File: config.mk
export PLATFORM = sky130hd
export DESIGN_NAME = sound_length_sched
export DESIGN_NICKNAME = d
export VERILOG_FILES = /design/src/rtl/sound_length_sched.sv
export SDC_FILE = /design/constraint.sdc
export NUM_CORES = 1
export LEC_CHECK = 0
export ABC_CLOCK_PERIOD_IN_PS = 4900
export CAP_MARGIN = 20
export CORE_AREA = 2 2 99 101
export DETAILED_ROUTE_END_ITERATION = 7
export DIE_AREA = 0 0 101 103
export PLACE_DENSITY = 0.6
export SYNTH_ARGS = -nofsm -noshare
export SYNTH_HDL_FRONTEND = slang
export SYNTH_SLANG_ARGS = --single-unit
File: constraint.sdc
create_clock -name clk_length_ctr -period 4.9 [get_ports clk_length_ctr]
set_clock_uncertainty 0.15 [all_clocks]
set_input_delay 0.49 -clock clk_length_ctr [delete_from_list [all_inputs] [get_ports clk_length_ctr]]
set_output_delay 0.49 -clock clk_length_ctr [all_outputs]
set_load 0.01 [all_outputs]
File: src/rtl/sound_length_sched.sv
// Length-counter scheduler for four sound channels. One shared 8-bit
// counter array, incrementer and comparator serve every channel. A channel
// start (load) always takes priority over a frame-sequencer step. Steps run
// as a four-cycle scan over the channels, and that scan stalls while a load
// is being taken.
module sound_length_sched #(
  parameter int unsigned W3 = 8
) (
  input  logic          clk_length_ctr,
  input  logic          rst,
  input  logic          tick,
  input  logic [3:0]    start,
  input  logic [3:0]    single,
  input  logic [5:0]    len1,
  input  logic [5:0]    len2,
  input  logic [W3-1:0] len3,
  input  logic [5:0]    len4,
  output logic [3:0]    enable,
  output logic          busy,
  output logic          tick_ovf
);

  typedef enum logic {IDLE, SCAN} state_t;

  localparam logic [7:0] TERM6 = 8'd63;
  localparam logic [7:0] TERM3 = 8'((1 << W3) - 1);

  state_t     state_q, state_d;
  logic [1:0] idx_q, idx_d;
  logic [7:0] cnt_q [4];
  logic [7:0] cnt_d [4];
  logic [3:0] enable_q, enable_d;
  logic [3:0] pend_q, pend_d;
  logic       tick_pend_q, tick_pend_d;
  logic       tick_ovf_q, tick_ovf_d;
  logic       busy_q;

  logic [3:0] req;
  logic       load;
  logic [1:0] sel;
  logic [7:0] load_len;
  logic [7:0] load_term;
  logic [7:0] step_term;

  // Load arbitration, shared load/step datapath and scan sequencing
  always_comb begin
    state_d     = state_q;
    idx_d       = idx_q;
    cnt_d       = cnt_q;
    enable_d    = enable_q;
    tick_pend_d = tick_pend_q;
    tick_ovf_d  = tick_ovf_q;
    req         = pend_q | start;
    pend_d      = req;
    load        = |req;
    sel         = '0;
    // Walk from the top down so that the lowest set bit is the one kept.
    for (int unsigned k = 0; k < 4; k++) begin
      if (req[3 - k]) sel = 2'(3 - k);
    end

    case (sel)
      2'd0:    load_len = 8'(len1);
      2'd1:    load_len = 8'(len2);
      2'd2:    load_len = 8'(len3);
      default: load_len = 8'(len4);
    endcase
    load_term = (sel == 2'd2) ? TERM3 : TERM6;
    step_term = (idx_q == 2'd2) ? TERM3 : TERM6;

    if (load) begin
      cnt_d[sel]    = (load_len == '0) ? load_term : load_len;
      enable_d[sel] = 1'b1;
      pend_d[sel]   = 1'b0;
    end

    case (state_q)
      IDLE: begin
        if (tick) begin
          state_d = SCAN;
          idx_d   = '0;
        end
      end
      SCAN: begin
        if (tick) begin
          if (tick_pend_q) tick_ovf_d  = 1'b1;
          else             tick_pend_d = 1'b1;
        end
        if (!load) begin
          if (single[idx_q]) begin
            if (cnt_q[idx_q] == step_term) enable_d[idx_q] = 1'b0;
            else                           cnt_d[idx_q]    = cnt_q[idx_q] + 8'd1;
          end
          if (idx_q == 2'd3) begin
            // A tick on the final scan cycle restarts the scan directly. It is
            // not parked in tick_pend, so it cannot be lost.
            if (tick_pend_q || tick) begin
              idx_d       = '0;
              tick_pend_d = 1'b0;
            end else begin
              state_d = IDLE;
            end
          end else begin
            idx_d = idx_q + 2'd1;
          end
        end
      end
      default: state_d = IDLE;
    endcase
  end

  // State and datapath registers, with an asynchronous clear
  always_ff @(posedge clk_length_ctr or posedge rst) begin
    if (rst) begin
      state_q     <= IDLE;
      idx_q       <= '0;
      cnt_q       <= '{default: '0};
      enable_q    <= '0;
      pend_q      <= '0;
      tick_pend_q <= 1'b0;
      tick_ovf_q  <= 1'b0;
      busy_q      <= 1'b0;
    end else begin
      state_q     <= state_d;
      idx_q       <= idx_d;
      cnt_q       <= cnt_d;
      enable_q    <= enable_d;
      pend_q      <= pend_d;
      tick_pend_q <= tick_pend_d;
      tick_ovf_q  <= tick_ovf_d;
      busy_q      <= (state_d == SCAN);
    end
  end

  assign enable   = enable_q;
  assign busy     = busy_q;
  assign tick_ovf = tick_ovf_q;

endmodule

Word level (Yosys, flattened, before mapping)
Cells that the tools add are included. Widths: inputs -> output; s select.

Equal/unequal tests: 8. Add/sub/neg operators: 2. Reduce and logical (&&, ||, !) cells: 10. Magnitude comparators: 8. Bitwise logic cells: 9. Mux-type cells: 48.

Operators by type and width (count): $mux 32 (5); $bwmux 32 (2); $mux 8 (7); $demux 8 s2 (2); $mux 4 (6); $pmux 8 s3 (1); $bmux 8 s2 (1); $mux 2 (8); $mux 1 (11); $add 8x1->8 const B (1); $and 4x4->4 (2); $eq 8x8->1 (1); $logic_not 8->1 (1); $not 4->4 (2); $or 4x4->4 (2); $eq 2x2->1 const B (3); $ge 3x3->1 const B (2); $lt 2x3->1 const B (2); $lt 3x1->1 const B (2); $not 2->3 (2); $reduce_and 3->1 (2); $demux 1 s2 (2); $ge 2x1->1 const B (2); $logic_and 1x1->1 (4); other kinds (11) (12).

Register bits: 45. Output and inout bits: 6. Word-level logic and storage cells: 95.

Logic depth before layout (Yosys ltp)
Word-level depth: 17. Gate-level depth with buffers: 13. Mapped depth without buffers: 10.

Least setup slack after synthesis
No wires, ideal clock.

Kind: reg-to-reg. Start: reg idx_q[0]. End: reg cnt_q[3] (netlist bit). Clock period less this slack: 2.684 ns. Setup slack: 2.216 ns. Stages on the path, launching flop included: 12. Data required time: 4.646 ns. Buffers on the path: 3. Data arrival time: 2.430 ns. Cells stage by stage: dfrtp_1 > buf_4 > inv_1 > ha_1 > buf_4 > or3_1 > nand3_1 > o311ai_0 > a21o_4 > nor2b_4 > buf_6 > a221oi_1.

RTL lines: start: declaration (RTL line 29) `logic [1:0] idx_q, idx_d;`; start signal: assignment (RTL line 125) `idx_q <= idx_d;`; end signal: assignment (RTL line 126) `cnt_q <= cnt_d;`; end: declaration (RTL line 30) `logic [7:0] cnt_q [4];`.

==> flow_summary.toml <==
[worst_setup_path]
worst-setup-path-type = "in2reg"
slowest_delay_ns = 0.50
cp_slowest_cell = "or2_1"
end_kind = "flop"
worstPathRequired_ns = 4.96
worst-path-buf-inv = 1
cp_top_family = "simple AND/OR/NAND/NOR gates"
path_max_fanout = 16
startpoint_type = "input pin"
arrival_ns = 3.37
cp_cell_sequence = "clkdlybuf4s50_1 > or2_1 > nor2_1 > a22oi_1 > o211a_1 > nand4_2 > nor2_4 > nor2_4 > a221oi_2"
crit_top_cell = "nor2_4"
r2r_slack_ns = 1.74

[power_and_ir_drop]
power_w = 0.000949
power_leakage_nw = 1.25
irDropWorstVdd_uv = 154
powerDensity_mw_per_mm2 = 276

[clocking]
postCtsSetupRepairBufs = 0
cts_hold_buf = 0
cts.sinks = 45
clkLatencyLatePin_ns = 0.31
cts_buffers = 5
cts_max_path_buffers = 2
cts_tree = "yes"
root_buffer = "clkbuf_8"
clk_pin_slew_ns = 0.10
htreeDepth = 2
postCtsResizedCells = 0

[sta]
final_max_slew_viol_count = 0
maxClockFrequency_mhz = 302
setup_viol = 0
period_share = 0.676
worst_slew_pin_slew_ns = 1.07
period_needed_ns = 3.31
finalHoldViolations = 0
fin_tns_setup_ns = 0
slew_headroom = 0.283
rsz0062_at_grt = "no"

[route]
drtAntennaViolNets = 0
vias = 2425
routedWlPerCell_um = 18.6
remaining_drc_errors = 0
via_per_inst = 5.72
wl_um = 7910
drt_iter0_drc = 222
dr.pass1.iters = 6

[placed_design]
hpwlAfterDp_um = 5770
place_congestion = 0.872
dpl_cell_area_mm2 = 0.00332
port_buffers = 42

[layout]
drive_gt1_frac = 0.155
regArea_mm2 = 0.00113
multi_input_area_mm2 = 0.00159
design_area_mm2 = 0.00344
area_delta_synth_final_pct = 21.5
final_nets = 351
fillers = 945
n_antenna_cell = 0

[global_route]
grt_pass1_wl_um = 12800
grt_max_degree = 46
grt_pass1_vias = 2409
antenna_found_initial = 0
track_usage = 0.160
grt.overflow.total = 0

[die]
initial_core_util = 0.299
die_x_um = 101
num_rows = 36
io_pins = 43
die_h_um = 103
die_area_mm2 = 0.0104
core_mm2 = 0.00946

[yosys]
syn-num-nets = 313
synth_edf_count = 0
synthCells = 271
synth_top_cell_area_share = 0.398
synth_top_flop_cell = "dfrtp_1"
yosys-top-cells-area = "dfrtp_1 (40%), mux4_2 (5.6%), mux2i_1 (3.2%), a221oi_2 (3.2%), nand2_1 (2.9%)"
synthArstFlopShare = 1.00
yosysSeqAreaShare = 0.398
yosys_warnings = 0
yosys.area.top_type = "dfrtp_1"
yosys_register_bits = 45
syn_avg_cell_area_um2 = 10.4
yosys-top-cells-count = "dfrtp_1 (45), nand2_1 (22), nor2_1 (17)"
netlist-cell-type-count = 56
synth_area_mm2 = 0.00283
yosysMostFrequentCell = "dfrtp_1"

[hold_path]
hold_path_class = "reg2reg"

[job]
drv_cap = 0

[run_status]
status = "finished clean"
[metrics by stage]
| step | setup slack (ns) | utilization | hold WS, ns | std cells |
|---|---|---|---|---|
| final | 1.59 | 0.363 | 0.333 | 424 |
| after CTS | 1.64 | 0.363 | 0.333 | 424 |
| after global routing | 1.41 | 0.363 | 0.347 | 424 |
| after floorplan | 2.22 | - | 0.359 | 271 |
| after global placement | 1.44 | 0.351 | 0.312 | 416 |
| after detailed placement | 1.31 | 0.351 | 0.310 | 416 |
[report_power, final]
group          leakage, nW  internal, W  switching [W]
Sequential           0.520     0.000416      0.0000332
Clock               0.0543     0.000153       0.000140
Combinational        0.680     0.000103       0.000105
[placed cells by master, fill, tap and decap left out, types with 7 or more instances in the layout]
cell type / n
mux4_2: 7
dfrtp_1: 45
clkdlybuf4s50_1: 42
o21ai_0: 13
o22ai_1: 7
nor3_1: 13
nand3_1: 14
nand2_1: 22
nor2_1: 17
o21ai_1: 7
mux2i_1: 9
[worst reg2reg max path: stages, from the launching register on]
cell	delay (ns)
dfrtp_1	0.41
buf_4	0.27
inv_1	0.12
ha_1	0.34
or3_1	0.38
nand3_1	0.08
o311ai_0	0.16
a21o_4	0.30
nand3_1	0.47
o21ai_0	0.21
o22ai_1	0.17
[cells by family (layout without fill, tap and decap cells)]
group / after synthesis / after routing / synth area share
simple gates: 103 / 103 / 0.210
buf+inv: 19 / 58 / 0.0398
other cells: 1 / 1 / 0.00133
compound gates: 74 / 74 / 0.204
mux: 18 / 18 / 0.106
flops: 45 / 45 / 0.398
xor+xnor: 6 / 6 / 0.0186
fa+ha+maj: 5 / 5 / 0.0221
[layout make-up]
cell class / instances / area share
clock buffer: 5 / 0.0200
inverter: 5 / 0.00546
tap: 114 / 0.0415
multi-input combinational: 207 / 0.463
timing repair buffer: 45 / 0.129
clock inverter: 3 / 0.0135
sequential: 45 / 0.328
[flip-flops by register name, indices dropped and copies added, names as in the netlist]
name         cells
tick_ovf         1
tick_pend_q      1
enable           4
pend_q           4
cnt_q           32
idx_q            2
busy             1
[metal layers]
layer | up-vias | global-route usage | part of all wire
li1 | 1121 | - | -
met1 | 1185 | 0.197 | 0.42
met2 | 98 | 0.278 | 0.49
met3 | 21 | 0.0292 | 0.050
met4 | 0 | 0.0686 | 0.030
met5 | - | 0 | 0
[final timing paths]
check | startpoint | end | cells after the start
max in group asynchronous | rst | cnt_q[21]$_DFF_PP0_ | 3
worst min-delay path | tick_ovf$_DFFE_PP0P_ | tick_ovf$_DFFE_PP0P_ | 1
worst min register to register | tick_ovf$_DFFE_PP0P_ | tick_ovf$_DFFE_PP0P_ | 1
min in group asynchronous | rst | tick_pend_q$_DFFE_PP0P_ | 3
worst max-delay path | start[0] | cnt_q[12]$_DFF_PP0_ | 9
worst max register to register | idx_q[0]$_DFFE_PP0P_ | cnt_q[29]$_DFF_PP0_ | 10
Note: power is estimated with default switching activity, not from simulation.
